`config.mk`:
```
export PLATFORM = sky130hd
export DESIGN_NAME = prediction_mode_decider_flat
export DESIGN_NICKNAME = d
export VERILOG_FILES = /design/src/rtl/pred_enc_pkg.sv /design/src/rtl/prediction_mode_decider_if.sv /design/src/rtl/row_sad_unit.sv /design/src/rtl/prediction_mode_decider.sv /design/src/flat_wrapper.sv
export SDC_FILE = /design/constraint.sdc
export NUM_CORES = 1
export LEC_CHECK = 0
export CORE_AREA = 2 2 580 582
export CTS_BUF_LIST = sky130_fd_sc_hd__clkbuf_4
export CTS_CLUSTER_SIZE = 25
export DETAILED_ROUTE_END_ITERATION = 8
export DIE_AREA = 0 0 582 584
export GPL_ROUTABILITY_DRIVEN = 1
export GPL_TIMING_DRIVEN = 0
export PLACE_DENSITY_LB_ADDON = 0.2
export SLEW_MARGIN = 30
export SYNTH_ARGS = -nofsm -noshare
export SYNTH_HDL_FRONTEND = slang
export SYNTH_SLANG_ARGS = --single-unit
```
`constraint.sdc`:
```
create_clock -name clk -period 4.2 [get_ports clk]
set_input_delay 1.05 -clock clk [delete_from_list [all_inputs] [get_ports clk]]
set_output_delay 1.05 -clock clk [all_outputs]
set_load 0.05 [all_outputs]
```
`src/rtl/pred_enc_pkg.sv`:
```
// Shared types and encodings for the encoder-side prediction mode decider.
// The mode encodings match the ones the decoder's prediction stage consumes.
package pred_enc_pkg;

  typedef enum logic [1:0] {
    S_IDLE = 2'd0,
    S_PREP = 2'd1,
    S_EVAL = 2'd2,
    S_DONE = 2'd3
  } state_t;

  // Candidate kinds in evaluation order; the intra kinds share their value
  // with the decoder's intra_mode code.
  typedef enum logic [1:0] {
    CAND_DC    = 2'd0,
    CAND_VER   = 2'd1,
    CAND_HOR   = 2'd2,
    CAND_INTER = 2'd3
  } cand_t;

  localparam logic [7:0] PRED_INTRA = 8'd0;
  localparam logic [7:0] PRED_INTER = 8'd1;

  localparam logic [7:0] INTRA_DC  = 8'd0;
  localparam logic [7:0] INTRA_VER = 8'd1;
  localparam logic [7:0] INTRA_HOR = 8'd2;

  // Accumulator / best_sad width; 255*BLOCK_SIZE^2 fits for BLOCK_SIZE <= 16.
  localparam int SAD_W = 16;

  function automatic logic [7:0] abs_diff(input logic [7:0] a, input logic [7:0] b);
    return (a > b) ? (a - b) : (b - a);
  endfunction

  // intra_mode value reported for a winning candidate (0 for inter).
  function automatic logic [7:0] intra_code(input cand_t c);
    case (c)
      CAND_VER: return INTRA_VER;
      CAND_HOR: return INTRA_HOR;
      default:  return INTRA_DC;
    endcase
  endfunction

endpackage

```
`src/rtl/prediction_mode_decider_if.sv`:
```
// Request/result bundle of the prediction mode decider.
// Handshake: start is a request that the decider takes only while idle; busy
// stays high from that acceptance until the result handshake. valid_out
// holds the result and all result fields stable until a cycle in which
// out_ready is high; that edge completes the transfer.
interface prediction_mode_decider_if #(
  parameter int BLOCK_SIZE   = 8,
  parameter int SEARCH_RANGE = 1
);
  localparam int W = BLOCK_SIZE + 2 * SEARCH_RANGE;

  logic                                      start;
  logic [BLOCK_SIZE-1:0][BLOCK_SIZE-1:0][7:0] orig_block;  // [y][x]
  logic [BLOCK_SIZE-1:0][7:0]                top_pixels;
  logic [BLOCK_SIZE-1:0][7:0]                left_pixels;
  logic                                      top_available;
  logic                                      left_available;
  logic [W-1:0][W-1:0][7:0]                  ref_window;  // [y][x]
  logic                                      busy;
  logic                                      valid_out;
  logic                                      out_ready;
  logic [7:0]                                pred_mode;
  logic [7:0]                                intra_mode;
  logic signed [8:0]                         mv_x;
  logic signed [8:0]                         mv_y;
  logic [15:0]                               best_sad;

  modport master (
    output start, orig_block, top_pixels, left_pixels, top_available,
           left_available, ref_window, out_ready,
    input  busy, valid_out, pred_mode, intra_mode, mv_x, mv_y, best_sad
  );

  modport slave (
    input  start, orig_block, top_pixels, left_pixels, top_available,
           left_available, ref_window, out_ready,
    output busy, valid_out, pred_mode, intra_mode, mv_x, mv_y, best_sad
  );
endinterface

```
`src/rtl/row_sad_unit.sv`:
```
// Combinational SAD of one block row against one predicted row.
module row_sad_unit
  import pred_enc_pkg::*;
#(
  parameter int BLOCK_SIZE = 8
) (
  input  logic [BLOCK_SIZE-1:0][7:0]         orig_row,
  input  logic [BLOCK_SIZE-1:0][7:0]         pred_row,
  output logic [8+$clog2(BLOCK_SIZE)-1:0]    row_sad
);
  localparam int IDX_W     = $clog2(BLOCK_SIZE);
  localparam int ROW_SAD_W = 8 + IDX_W;

  // Sum of per-pixel absolute differences across the row.
  always_comb begin
    row_sad = '0;
    for (int x = 0; x < BLOCK_SIZE; x++) begin
      row_sad = row_sad + ROW_SAD_W'(abs_diff(orig_row[IDX_W'(x)], pred_row[IDX_W'(x)]));
    end
  end
endmodule

```
`src/rtl/prediction_mode_decider.sv`:
```
// Picks the cheapest of DC/vertical/horizontal intra and integer-MV inter
// candidates by SAD, evaluating one block row per clock.
module prediction_mode_decider
  import pred_enc_pkg::*;
#(
  parameter int BLOCK_SIZE   = 8,
  parameter int SEARCH_RANGE = 1
) (
  input  logic                      clk,
  input  logic                      reset,
  prediction_mode_decider_if.slave  bus,
  output state_t                    state_dbg
);
  localparam int W         = BLOCK_SIZE + 2 * SEARCH_RANGE;
  localparam int ROW_W     = $clog2(BLOCK_SIZE);
  localparam int WIN_W     = $clog2(W);
  localparam int OFF_W     = $clog2(2 * SEARCH_RANGE + 2);
  localparam int ROW_SAD_W = 8 + ROW_W;
  localparam logic [OFF_W-1:0]   OFF_MAX   = OFF_W'(2 * SEARCH_RANGE);
  localparam logic [ROW_W-1:0]   ROW_LAST  = ROW_W'(BLOCK_SIZE - 1);
  localparam logic signed [8:0]  MV_BIAS   = 9'(SEARCH_RANGE);

  state_t                                    state_q;
  logic [BLOCK_SIZE-1:0][BLOCK_SIZE-1:0][7:0] orig_q;
  logic [BLOCK_SIZE-1:0][7:0]                top_q;
  logic [BLOCK_SIZE-1:0][7:0]                left_q;
  logic                                      top_av_q;
  logic                                      left_av_q;
  logic [W-1:0][W-1:0][7:0]                  ref_q;
  logic [7:0]                                dc_q;

  // Current candidate; inter MVs are held as offsets 0..2R (mv + R).
  cand_t                                     cand_q;
  logic [OFF_W-1:0]                          offx_q;
  logic [OFF_W-1:0]                          offy_q;
  logic [ROW_W-1:0]                          row_q;
  logic [SAD_W-1:0]                          acc_q;

  cand_t                                     best_cand_q;
  logic [OFF_W-1:0]                          best_offx_q;
  logic [OFF_W-1:0]                          best_offy_q;
  logic [SAD_W-1:0]                          best_sad_q;

  logic                                      busy_q;
  logic                                      valid_q;
  logic [7:0]                                pred_mode_q;
  logic [7:0]                                intra_mode_q;
  logic signed [8:0]                         mv_x_q;
  logic signed [8:0]                         mv_y_q;
  logic [SAD_W-1:0]                          out_sad_q;

  logic [SAD_W-1:0]                          sum_top;
  logic [SAD_W-1:0]                          sum_left;
  logic [SAD_W-1:0]                          dc_wide;
  logic [BLOCK_SIZE-1:0][7:0]                pred_row;
  logic [WIN_W-1:0]                          ref_y;
  logic [ROW_SAD_W-1:0]                      row_sad;
  logic [SAD_W-1:0]                          total;
  logic                                      improve;
  logic                                      last_row;
  cand_t                                     next_cand;
  logic [OFF_W-1:0]                          next_offx;
  logic [OFF_W-1:0]                          next_offy;
  logic                                      last_cand;
  cand_t                                     fin_cand;
  logic [OFF_W-1:0]                          fin_offx;
  logic [OFF_W-1:0]                          fin_offy;
  logic [SAD_W-1:0]                          fin_sad;

  assign state_dbg      = state_q;
  assign bus.busy       = busy_q;
  assign bus.valid_out  = valid_q;
  assign bus.pred_mode  = pred_mode_q;
  assign bus.intra_mode = intra_mode_q;
  assign bus.mv_x       = mv_x_q;
  assign bus.mv_y       = mv_y_q;
  assign bus.best_sad   = out_sad_q;

  // DC predictor from the registered neighbours, with rounding.
  always_comb begin
    sum_top  = '0;
    sum_left = '0;
    for (int x = 0; x < BLOCK_SIZE; x++) begin
      sum_top  = sum_top + SAD_W'(top_q[ROW_W'(x)]);
      sum_left = sum_left + SAD_W'(left_q[ROW_W'(x)]);
    end
    if (top_av_q && left_av_q)
      dc_wide = (sum_top + sum_left + SAD_W'(BLOCK_SIZE)) >> (ROW_W + 1);
    else if (top_av_q)
      dc_wide = (sum_top + SAD_W'(BLOCK_SIZE / 2)) >> ROW_W;
    else if (left_av_q)
      dc_wide = (sum_left + SAD_W'(BLOCK_SIZE / 2)) >> ROW_W;
    else
      dc_wide = SAD_W'(128);
  end

  // Predicted pixels of the current row for the current candidate.
  always_comb begin
    pred_row = '0;
    ref_y    = WIN_W'(row_q) + WIN_W'(offy_q);
    for (int x = 0; x < BLOCK_SIZE; x++) begin
      case (cand_q)
        CAND_DC:  pred_row[ROW_W'(x)] = dc_q;
        CAND_VER: pred_row[ROW_W'(x)] = top_q[ROW_W'(x)];
        CAND_HOR: pred_row[ROW_W'(x)] = left_q[row_q];
        default:  pred_row[ROW_W'(x)] = ref_q[ref_y][WIN_W'(x) + WIN_W'(offx_q)];
      endcase
    end
  end

  row_sad_unit #(
    .BLOCK_SIZE(BLOCK_SIZE)
  ) u_row_sad (
    .orig_row (orig_q[row_q]),
    .pred_row (pred_row),
    .row_sad  (row_sad)
  );

  assign total    = acc_q + SAD_W'(row_sad);
  assign improve  = (total < best_sad_q);
  assign last_row = (row_q == ROW_LAST);

  // Successor in the fixed candidate order, skipping unavailable intra modes.
  always_comb begin
    next_cand = CAND_INTER;
    next_offx = '0;
    next_offy = '0;
    last_cand = 1'b0;
    case (cand_q)
      CAND_DC: begin
        if (top_av_q)       next_cand = CAND_VER;
        else if (left_av_q) next_cand = CAND_HOR;
      end
      CAND_VER: begin
        if (left_av_q) next_cand = CAND_HOR;
      end
      CAND_HOR: begin
        next_cand = CAND_INTER;
      end
      default: begin
        if (offx_q != OFF_MAX) begin
          next_offx = offx_q + 1'b1;
          next_offy = offy_q;
        end else if (offy_q != OFF_MAX) begin
          next_offy = offy_q + 1'b1;
        end else begin
          next_offx = offx_q;
          next_offy = offy_q;
          last_cand = 1'b1;
        end
      end
    endcase
  end

  // Winner including the candidate finishing this cycle (strictly smaller wins).
  always_comb begin
    fin_cand = improve ? cand_q : best_cand_q;
    fin_offx = improve ? offx_q : best_offx_q;
    fin_offy = improve ? offy_q : best_offy_q;
    fin_sad  = improve ? total  : best_sad_q;
  end

  // Control FSM with registered result outputs.
  always_ff @(posedge clk or posedge reset) begin
    if (reset) begin
      state_q      <= S_IDLE;
      orig_q       <= '0;
      top_q        <= '0;
      left_q       <= '0;
      top_av_q     <= 1'b0;
      left_av_q    <= 1'b0;
      ref_q        <= '0;
      dc_q         <= '0;
      cand_q       <= CAND_DC;
      offx_q       <= '0;
      offy_q       <= '0;
      row_q        <= '0;
      acc_q        <= '0;
      best_cand_q  <= CAND_DC;
      best_offx_q  <= '0;
      best_offy_q  <= '0;
      best_sad_q   <= '0;
      busy_q       <= 1'b0;
      valid_q      <= 1'b0;
      pred_mode_q  <= '0;
      intra_mode_q <= '0;
      mv_x_q       <= '0;
      mv_y_q       <= '0;
      out_sad_q    <= '0;
    end else begin
      case (state_q)
        S_IDLE: begin
          if (bus.start) begin
            orig_q    <= bus.orig_block;
            top_q     <= bus.top_pixels;
            left_q    <= bus.left_pixels;
            top_av_q  <= bus.top_available;
            left_av_q <= bus.left_available;
            ref_q     <= bus.ref_window;
            busy_q    <= 1'b1;
            state_q   <= S_PREP;
          end
        end
        S_PREP: begin
          dc_q       <= dc_wide[7:0];
          best_sad_q <= '1;
          acc_q      <= '0;
          row_q      <= '0;
          cand_q     <= CAND_DC;
          offx_q     <= '0;
          offy_q     <= '0;
          state_q    <= S_EVAL;
        end
        S_EVAL: begin
          if (!last_row) begin
            acc_q <= total;
            row_q <= row_q + 1'b1;
          end else begin
            acc_q <= '0;
            row_q <= '0;
            if (improve) begin
              best_sad_q  <= total;
              best_cand_q <= cand_q;
              best_offx_q <= offx_q;
              best_offy_q <= offy_q;
            end
            if (last_cand) begin
              valid_q      <= 1'b1;
              pred_mode_q  <= (fin_cand == CAND_INTER) ? PRED_INTER : PRED_INTRA;
              intra_mode_q <= intra_code(fin_cand);
              mv_x_q       <= (fin_cand == CAND_INTER) ? ($signed(9'(fin_offx)) - MV_BIAS) : '0;
              mv_y_q       <= (fin_cand == CAND_INTER) ? ($signed(9'(fin_offy)) - MV_BIAS) : '0;
              out_sad_q    <= fin_sad;
              state_q      <= S_DONE;
            end else begin
              cand_q <= next_cand;
              offx_q <= next_offx;
              offy_q <= next_offy;
            end
          end
        end
        S_DONE: begin
          if (bus.out_ready) begin
            valid_q <= 1'b0;
            busy_q  <= 1'b0;
            state_q <= S_IDLE;
          end
        end
        default: state_q <= S_IDLE;
      endcase
    end
  end
endmodule

```
`src/flat_wrapper.sv`:
```
// flat-port wrapper written by rule: the top's interface ports become plain ports
module prediction_mode_decider_flat import pred_enc_pkg::*;
#(
  parameter int BLOCK_SIZE   = 8,
  parameter int SEARCH_RANGE = 1
)
  (clk, reset, state_dbg, bus_start, bus_orig_block, bus_top_pixels, bus_left_pixels, bus_top_available, bus_left_available, bus_ref_window, bus_out_ready, bus_busy, bus_valid_out, bus_pred_mode, bus_intra_mode, bus_mv_x, bus_mv_y, bus_best_sad);
  prediction_mode_decider_if #(.BLOCK_SIZE(BLOCK_SIZE), .SEARCH_RANGE(SEARCH_RANGE)) bus_i ();
  input  logic clk;
  input  logic reset;
  output state_t state_dbg;
  input wire logic [$bits(bus_i.start)-1:0] bus_start;
  input wire logic [$bits(bus_i.orig_block)-1:0] bus_orig_block;
  input wire logic [$bits(bus_i.top_pixels)-1:0] bus_top_pixels;
  input wire logic [$bits(bus_i.left_pixels)-1:0] bus_left_pixels;
  input wire logic [$bits(bus_i.top_available)-1:0] bus_top_available;
  input wire logic [$bits(bus_i.left_available)-1:0] bus_left_available;
  input wire logic [$bits(bus_i.ref_window)-1:0] bus_ref_window;
  input wire logic [$bits(bus_i.out_ready)-1:0] bus_out_ready;
  output wire logic [$bits(bus_i.busy)-1:0] bus_busy;
  output wire logic [$bits(bus_i.valid_out)-1:0] bus_valid_out;
  output wire logic [$bits(bus_i.pred_mode)-1:0] bus_pred_mode;
  output wire logic [$bits(bus_i.intra_mode)-1:0] bus_intra_mode;
  output wire logic [$bits(bus_i.mv_x)-1:0] bus_mv_x;
  output wire logic [$bits(bus_i.mv_y)-1:0] bus_mv_y;
  output wire logic [$bits(bus_i.best_sad)-1:0] bus_best_sad;
  assign bus_i.start = bus_start;
  assign bus_i.orig_block = bus_orig_block;
  assign bus_i.top_pixels = bus_top_pixels;
  assign bus_i.left_pixels = bus_left_pixels;
  assign bus_i.top_available = bus_top_available;
  assign bus_i.left_available = bus_left_available;
  assign bus_i.ref_window = bus_ref_window;
  assign bus_i.out_ready = bus_out_ready;
  assign bus_busy = bus_i.busy;
  assign bus_valid_out = bus_i.valid_out;
  assign bus_pred_mode = bus_i.pred_mode;
  assign bus_intra_mode = bus_i.intra_mode;
  assign bus_mv_x = bus_i.mv_x;
  assign bus_mv_y = bus_i.mv_y;
  assign bus_best_sad = bus_i.best_sad;
  prediction_mode_decider #(.BLOCK_SIZE(BLOCK_SIZE), .SEARCH_RANGE(SEARCH_RANGE)) u_core (.clk(clk), .reset(reset), .bus(bus_i), .state_dbg(state_dbg));
endmodule
```
==> metrics.txt <==
synth warn=0; clk_skew=approximately 0.0019 ns; vias per inst=0.213; routed via count=977; Gate power share=about 58%; Worst setup SP type=flop; fmax=331 MHz; setup TNS=0 ns; DIE WIDTH=582 µm; clk slew on worst S/H paths=0.12 ns; VDD IR-drop max=roughly 0.078 mV; Net Sw Power=between 0.3 and 0.4 mW; Crit Path Max Fanout=17; number of global-route vias before repair=959; min Tclk post-route=3.02 ns; clock buffer depth=2; Clk pwr share=between 10% and 20%; Seq cells post-synth=17; ys async rst share=100%; Starting Density=0.387%; Leak Pwr=0.918 nW; Initial DRC Count=47; worst path required time=3.15 ns; WL final=5340 µm; min-delay worst type=flop to flop; RSZ-0062 raised after global routing=no; Pint=0.368 mW; largest net degree at the start of global routing=18; Final Setup Violations=0; placed cell count=approximately 4600; power density cells=107 nW/µm²; sequential power share=between 20% and 30%; root buffer cell=clkbuf_4; DIE AREA=340000 µm²; clock sinks=17; count leader, synth=buf_4; synth top area cells=dfrtp_1 33%, buf_4 29%, ha_1 7.8%; Netlist cell types=30; non-filler cells in the finished layout=4589; nets@finish=1656; CTS tree=done; grt total ovfl=0; CP endpoint kind=output port; WHS=slightly below 0.5 ns; mapped cell area=around 1300 µm²; syn avg cell area=9.27 µm²; number of synthesized flops with an enable pin=0; Layout Area Growth over Synthesis=456%; final slew viol count=0; cell count after synthesis=139; number of CTS-inserted buffers=3; synth cell count leaders=49 x buf_4, 17 x dfrtp_1, 11 x nand2_1; crit path kind=flop to output port; Final Cycle Share=just over 70%; post-CTS setup buffers=0; slew at the pin with the worst max-slew slack=about 0.74 ns; Seq/Total Area, Yosys=33.0%; layout cell share with drive strength beyond 1=33.8%; CTS H-Tree Depth=1; crit path DAT=1.97 ns; Worst-Skew Late Latency=roughly 0.3 ns; Post-CTS Hold Buffers=0; outcome=complete, no violations; First-pass DRT Iterations=4; post-DP HPWL=4780 µm; routed length per instance=1.16 µm; initial antenna violation count=2; Top FF cell, synth=dfrtp_1; share of the synthesized area in the top cell type=33.0%; drt drc=0; max-cap viol count=0; GRT Overall Usage=0.348%; switching share of total power=52.1%; Die Ht=584 µm; CTS resizes=0; GP Congestion=~0.51; first-pass GRT wire length=~7000 µm; max_slew headroom=about half; # rows=212; # port buffers=25; Core Footprint=between 300000 and 400000 µm²; Final ANT Viol Nets=0; # IOs=1500; Yosys top cell by area=dfrtp_1; Hold Vio Cnt, Final=0
per-stage QoR:
| stage | setup slack (ns) | cell area (µm²) | total power [mW] | util (%) |
|---|---|---|---|---|
| final | 1.18 | 7170 | 0.768 | 2.15 |
| after global routing | 1.02 | 7170 | 0.833 | 2.15 |
| after CTS | 1.09 | 7160 | 0.793 | 2.15 |
| after detailed placement | 1.47 | 7140 | 0.690 | 2.14 |
| after global placement | 1.33 | 7150 | 0.709 | 2.15 |
| after floorplan | 2.00 | 1410 | 0.538 | - |
power by group through the flow:
stage / Sequential, mW / Clock (mW) / Combinational, mW
finish: 0.228 / 0.0962 / 0.445
global route: 0.236 / 0.113 / 0.485
CTS: 0.231 / 0.105 / 0.456
detailed placement: 0.235 / 0 / 0.455
global placement: 0.233 / 0 / 0.476
floorplan: 0.270 / 0 / 0.268
cell families (layout without fill, tap and decap cells):
logic type / after synthesis / count (layout) / share of synthesized area [%]
buf+inv: 59 / 88 / 31.6
simple gates: 29 / 29 / 12.3
compound gates: 19 / 19 / 9.51
flops: 17 / 17 / 33.0
fa+ha+maj: 8 / 8 / 7.77
mux: 6 / 6 / 5.53
other cells: 1 / 35 / 0.291
metal layers:
metal	part of all wire, %	GRT usage (%)	wire, µm	up-vias
li1	-	-	-	504
met1	37	0.303	1970	443
met2	48	0.492	2560	24
met3	11	0.286	587	4
met4	4.1	0.342	218	2
met5	0.19	0	10	-
area by class of cell:
class | count | area (µm²)
plain buffers | 50 | 373
fillers | 39700 | 326000
well taps | 4387 | 5490
flip-flops and latches | 17 | 425
clock buffers | 3 | 22.5
diodes | 1 | 2.50
repair buffers | 25 | 235
multi-input cells | 96 | 581
inverters | 9 | 33.8
clock inverters | 1 | 5.00
cells in the final DEF (no fill, tap or decap), types with 2 or more instances in the layout:
| cell type | count |
|---|---|
| o21ai_0 | 8 |
| inv_1 | 9 |
| buf_2 | 4 |
| a22o_1 | 2 |
| ha_1 | 8 |
| clkdlybuf4s50_1 | 22 |
| clkbuf_4 | 3 |
| nand2_1 | 11 |
| buf_4 | 49 |
| nand2b_1 | 2 |
| dfrtp_1 | 17 |
| mux2_2 | 5 |
| o22ai_1 | 2 |
| nor2_1 | 3 |
| nor3b_1 | 2 |
| conb_1 | 34 |
| nand3_1 | 2 |
| a21oi_1 | 3 |
critical path, cell delays in order (launching register included):
cell             delay (ns)
dfrtp_1                0.67
buf_4                  0.19
clkdlybuf4s50_1        0.80
state kept, by name (all words and copies together) (netlist names), 2 cells and up:
register          cells
u_core.state_dbg      2
u_core.cand_q         2
u_core.row_q          3
u_core.offx_q         2
u_core.offy_q         2
worst paths after layout:
kind	slack, ns	depth (start not counted)	start	end
max in group asynchronous	2.36	2	reset	u_core.bus.valid_out$_DFFE_PP0P_
min in group asynchronous	1.38	2	reset	u_core.row_q[0]$_DFFE_PP0P_
worst min-delay path	0.48	1	u_core.best_sad_q[0]$_DFFE_PP0N_	u_core.best_sad_q[0]$_DFFE_PP0N_
worst max register to register	2.44	6	u_core.state_dbg[0]$_DFFE_PP0P_	u_core.cand_q[0]$_DFFE_PP0P_
worst min register to register	0.48	1	u_core.best_sad_q[0]$_DFFE_PP0N_	u_core.best_sad_q[0]$_DFFE_PP0N_
worst max-delay path	1.18	2	u_core.bus.best_sad[0]$_DFFE_PP0P_	bus_best_sad[10]
No activity file was read; power rests on OpenSTA's default activity.
